<file path="config.mk">
export PLATFORM = sky130hd
export DESIGN_NAME = inst_dec
export DESIGN_NICKNAME = d
export VERILOG_FILES = /design/src/rtl/inst_dec_pkg.sv /design/src/rtl/inst_dec_imm_gen.sv /design/src/rtl/inst_dec.sv
export SDC_FILE = /design/constraint.sdc
export NUM_CORES = 1
export LEC_CHECK = 0
export ABC_AREA = 1
export BUFFER_PORTS_ARGS = -buffer_cell sky130_fd_sc_hd__buf_2
export CORE_UTILIZATION = 40
export CTS_CLUSTER_SIZE = 24
export DETAILED_ROUTE_END_ITERATION = 16
export GPL_TIMING_DRIVEN = 1
export PLACE_DENSITY = 0.66
export RECOVER_POWER = 50
export SYNTH_ARGS = -nofsm -noshare
export SYNTH_HDL_FRONTEND = slang
export SYNTH_SLANG_ARGS = --single-unit
</file>
<file path="constraint.sdc">
create_clock -name I_Clk -period 1 [get_ports I_Clk]
set_input_delay 0.1 -clock I_Clk [delete_from_list [all_inputs] [get_ports I_Clk]]
set_output_delay 0.1 -clock I_Clk [all_outputs]
set_load 0.01 [all_outputs]
</file>
<file path="src/rtl/inst_dec_pkg.sv">
// rtl/inst_dec_pkg.sv - shared opcode, field and immediate helpers for the 16-bit RISC decoder
//
// Purpose: opcode encodings, instruction field positions and the imm_sel bit
//          index, plus sign-extension helpers used by the decoder and the ALU.
// Ports:   none (package).

package inst_dec_pkg;

  // Opcodes (I_Inst[15:12])
  localparam logic [3:0] OP_ADD  = 4'h0;
  localparam logic [3:0] OP_SUB  = 4'h1;
  localparam logic [3:0] OP_AND  = 4'h2;
  localparam logic [3:0] OP_OR   = 4'h3;
  localparam logic [3:0] OP_XOR  = 4'h4;
  localparam logic [3:0] OP_NOT  = 4'h5;
  localparam logic [3:0] OP_SHL  = 4'h6;
  localparam logic [3:0] OP_SHR  = 4'h7;
  localparam logic [3:0] OP_ADDI = 4'h8;
  localparam logic [3:0] OP_LDI  = 4'h9;
  localparam logic [3:0] OP_LUI  = 4'hA;
  localparam logic [3:0] OP_CMP  = 4'hB;
  localparam logic [3:0] OP_LD   = 4'hC;
  localparam logic [3:0] OP_ST   = 4'hD;
  localparam logic [3:0] OP_JMP  = 4'hE;
  localparam logic [3:0] OP_SYS  = 4'hF;

  // Instruction field positions
  localparam int OP_MSB = 15;
  localparam int OP_LSB = 12;
  localparam int RD_MSB = 11;
  localparam int RD_LSB = 8;
  localparam int RA_MSB = 7;
  localparam int RA_LSB = 4;
  localparam int RB_MSB = 3;
  localparam int RB_LSB = 0;

  // Position of imm_sel inside the 5-bit ALU operation code
  localparam int IMM_SEL = 4;

  function automatic logic [15:0] sext4(input logic [3:0] v);
    return {{12{v[3]}}, v};
  endfunction

  function automatic logic [15:0] sext8(input logic [7:0] v);
    return {{8{v[7]}}, v};
  endfunction

  function automatic logic [15:0] sext12(input logic [11:0] v);
    return {{4{v[11]}}, v};
  endfunction

endpackage

</file>
<file path="src/rtl/inst_dec_imm_gen.sv">
// rtl/inst_dec_imm_gen.sv - immediate generator for the instruction decoder
//
// Purpose: combinationally forms the 16-bit immediate from the opcode and the
//          instruction word.
// Ports:
//   inst_i  in  16  instruction word
//   imm_o   out 16  decoded immediate (0 for register-only opcodes)

module inst_dec_imm_gen
  import inst_dec_pkg::*;
(
  input  logic [15:0] inst_i,
  output logic [15:0] imm_o
);

  logic [3:0] op;

  assign op = inst_i[OP_MSB:OP_LSB];

  always_comb begin
    imm_o = 16'h0000;
    case (op)
      OP_ADDI, OP_LDI: imm_o = sext8(inst_i[7:0]);
      OP_LUI:          imm_o = {inst_i[7:0], 8'h00};
      OP_LD, OP_ST:    imm_o = sext4(inst_i[3:0]);
      OP_JMP:          imm_o = sext12(inst_i[11:0]);
      default:         imm_o = 16'h0000;
    endcase
  end

endmodule

</file>
<file path="src/rtl/inst_dec.sv">
// rtl/inst_dec.sv - registered instruction decoder for the 16-bit RISC core
//
// Purpose: splits an instruction word into register selects, ALU op, immediate
//          and write enable; outputs are registered and hold while disabled.
// Ports:
//   I_Clk    in  1   clock, rising edge
//   I_Rst    in  1   synchronous active-high reset (wins over I_En)
//   I_En     in  1   decode enable; outputs hold when low
//   I_Inst   in  16  instruction word
//   O_Aluop  out 5   {imm_sel, opcode}
//   O_SelA   out 4   register read port A index
//   O_SelB   out 4   register read port B index
//   O_SelD   out 4   destination register index
//   O_Imm    out 16  decoded immediate
//   O_Regwe  out 1   destination write enable

module inst_dec
  import inst_dec_pkg::*;
(
  input  logic        I_Clk,
  input  logic        I_Rst,
  input  logic        I_En,
  input  logic [15:0] I_Inst,
  output logic [4:0]  O_Aluop,
  output logic [3:0]  O_SelA,
  output logic [3:0]  O_SelB,
  output logic [3:0]  O_SelD,
  output logic [15:0] O_Imm,
  output logic        O_Regwe
);

  logic [3:0]  op;
  logic [3:0]  rd;
  logic [3:0]  ra;
  logic [3:0]  rb;

  logic        imm_sel_d;
  logic [4:0]  aluop_d,  aluop_q;
  logic [3:0]  sela_d,   sela_q;
  logic [3:0]  selb_d,   selb_q;
  logic [3:0]  seld_d,   seld_q;
  logic [15:0] imm_d,    imm_q;
  logic        regwe_d,  regwe_q;

  assign op = I_Inst[OP_MSB:OP_LSB];
  assign rd = I_Inst[RD_MSB:RD_LSB];
  assign ra = I_Inst[RA_MSB:RA_LSB];
  assign rb = I_Inst[RB_MSB:RB_LSB];

  inst_dec_imm_gen u_imm_gen (
    .inst_i (I_Inst),
    .imm_o  (imm_d)
  );

  // Field decode: start from the register-register defaults and apply
  // only the per-opcode overrides.
  always_comb begin
    imm_sel_d = 1'b0;
    regwe_d   = 1'b1;
    seld_d    = rd;
    sela_d    = ra;
    selb_d    = rb;
    case (op)
      OP_NOT:  selb_d = 4'h0;
      OP_ADDI: begin
        sela_d    = rd;
        imm_sel_d = 1'b1;
      end
      OP_LDI, OP_LUI, OP_LD: imm_sel_d = 1'b1;
      OP_ST: begin
        // Store reads the data register through port B.
        selb_d    = rd;
        imm_sel_d = 1'b1;
        regwe_d   = 1'b0;
      end
      OP_JMP: begin
        imm_sel_d = 1'b1;
        regwe_d   = 1'b0;
      end
      OP_SYS:  regwe_d = 1'b0;
      default: ;
    endcase
    aluop_d          = 5'd0;
    aluop_d[3:0]     = op;
    aluop_d[IMM_SEL] = imm_sel_d;
  end

  always_ff @(posedge I_Clk) begin
    if (I_Rst) begin
      aluop_q <= 5'd0;
      sela_q  <= 4'd0;
      selb_q  <= 4'd0;
      seld_q  <= 4'd0;
      imm_q   <= 16'd0;
      regwe_q <= 1'b0;
    end else if (I_En) begin
      aluop_q <= aluop_d;
      sela_q  <= sela_d;
      selb_q  <= selb_d;
      seld_q  <= seld_d;
      imm_q   <= imm_d;
      regwe_q <= regwe_d;
    end
  end

  assign O_Aluop = aluop_q;
  assign O_SelA  = sela_q;
  assign O_SelB  = selb_q;
  assign O_SelD  = seld_q;
  assign O_Imm   = imm_q;
  assign O_Regwe = regwe_q;

endmodule

</file>
==> metrics <==
number of synthesized flops with an enable pin=0; delay-heaviest family, CP=flip-flops; gpl congestion=0.868; post-synthesis async set-or-reset flop share=0%; share of cells above drive strength 1=27.7%; Syn Inst Count=208; Worst path max stage delay=0.37 ns; fmax=1110 MHz; H-tree depth=2; DRT Pass-1 Iters=4; Seq/Total Area, Yosys=45.0%; CP startpoint kind=flop; detailed-route DRC error count=0; register bit total from synthesis=34; CTS buffer count=5; largest net degree at the start of global routing=27; status=complete, no violations; routed wire length=3840 um; count leader, synth=nand2_1; Vias/cell=4.99; CTS tree=built; pre-CTS setup slack=-0.0697 ns; fin crit period=0.902 ns; max-slew violation count=0; Sink Count=34; Layout area overhead=31.3%; Synth Net Count=227; mapped cell area=0.00151 mm2; Area contributors post-synth=dfxtp_1 45%, nand2_1 17%, a21oi_1 9.3%; clk buf depth=2; Yosys top cell by area=dfxtp_1; Total GRT Usage=21.0%; worst vdd ir=923 uV; Setup Buffers After CTS=0; Rows=21; CTS Hold Bufs=0; CP required=0.90 ns; Clock transition at path regs=0.07 ns; arrival time worst endpoint=0.80 ns; Worst Hold Class=input port to flop; PnR worst setup slack=0.0984 ns; number of global-route vias before repair=1407; ANT nets after route=0; Antenna diodes=0; drt first-iter violations=99; Post-Layout Cell Count=317; Clock Tree Root=clkbuf_8; dpl hpwl=3000 um; Critical Path Fanout Max=2; Worst-Skew Late Latency=0.28 ns; Initial Utilization=43.6%; worst-margin pin slew=0.399 ns; initial antenna violation count=0; P per Cell Area=1470 mW/mm2; Distinct cells, synth=24; P_leak=0.956 nW; Ys Warns=0; FF-to-FF Start=O_Imm[12]; Port-buffer cells=52; setup TNS=0 ns; Worst Setup SP=O_Imm[12]; routed via count=1582; Top Ports=53; final hold vios=0; skew final=0 ns; cts repair resizes=0; WHS=0.0929 ns; RSZ-0062 raised after global routing=false; Die Height=63.5 um; ys flop type=dfxtp_1; Synth top area share=45.0%; critical path class=flop to output pin; Commonest cells post-synth=70 x nand2_1, 34 x dfxtp_1, 28 x a21oi_1; cell count after placement=309; Synth Area per Inst=7.27 um2; fillers=374; Layout Nets=289; drt wl/cell=12.1 um; die area=0.00403 mm2; Chip Width=63.5 um; Crit-path slowest cell=dfxtp_1; max cap viols=0; Remaining Overflow, GRT=0; Worst setup EP type=output pin; Worst slew margin=73.4%; Hold Path Origin=I_Inst[2]; core area=0.00347 mm2; critical-path cell list=buf_2; # setup viols final=0; CP bufs+invs=1; first-pass GRT wire length=6450 um; fin crit share=90.2%
[flip-flops by register name (all words and copies together) (netlist names)]
signal / cells
O_Imm: 16
O_Aluop: 5
O_SelA: 4
O_SelB: 4
O_SelD: 4
O_Regwe: 1
[power by group]
part           internal (mW)  total (mW)  switching, mW
combinational          0.178       0.451          0.273
sequential              1.42        1.45         0.0311
clock                  0.554        1.03          0.471
[logic make-up (layout without fill, tap and decap cells)]
logic type,Yosys count,after routing,synth area share [%]
compound gates,47,47,17.2
buf+inv,22,85,6.45
flops,34,34,45.0
simple gates,105,105,31.3
[metal layers]
metal,up-vias,track usage (%),wire [um]
li1,817,-,-
met1,693,29.2,1830
met2,65,29.0,1590
met3,7,6.88,337
met4,0,9.66,74
met5,-,0,0
[placed cells by master (no fill, tap or decap), drive strengths merged]
cell type  instances
buf               55
a31oi              3
o211ai             4
a21oi             29
o21ai             11
inv               10
nor2               4
clkbuf            18
clkinv             2
nand2             73
nand3             27
dfxtp             34
nor3               1
[stage by stage]
stage | utilization (%) | area (um2) | total power, mW
floorplan | - | 1510 | 1.72
global placement | 55.3 | 1920 | 1.94
detailed placement | 55.3 | 1920 | 1.94
CTS | 57.9 | 2010 | 2.97
global route | 57.3 | 1990 | 3.10
finish | 57.3 | 1990 | 2.93
[path summary, 6_finish.rpt]
path	endpoint	slack [ns]	depth (start not counted)
worst max register to register	O_Imm[12]	0.37	2
worst max-delay path	O_Imm[12]	0.1	1
worst min register to register	O_Imm[11]	0.46	2
worst min-delay path	O_Imm[2]	0.09	3
[final cells by class]
| cell class | count | area [um2] | share of cell area [%] |
|---|---|---|---|
| tap | 46 | 57.6 | 2.90 |
| multi-input combinational | 152 | 734 | 37.0 |
| sequential | 34 | 681 | 34.3 |
| clock buffer | 7 | 86.3 | 4.35 |
| timing repair buffer | 66 | 382 | 19.2 |
| inverter | 11 | 41.3 | 2.08 |
| clock inverter | 1 | 5.00 | 0.252 |
Power figures use the tool's default switching activity.
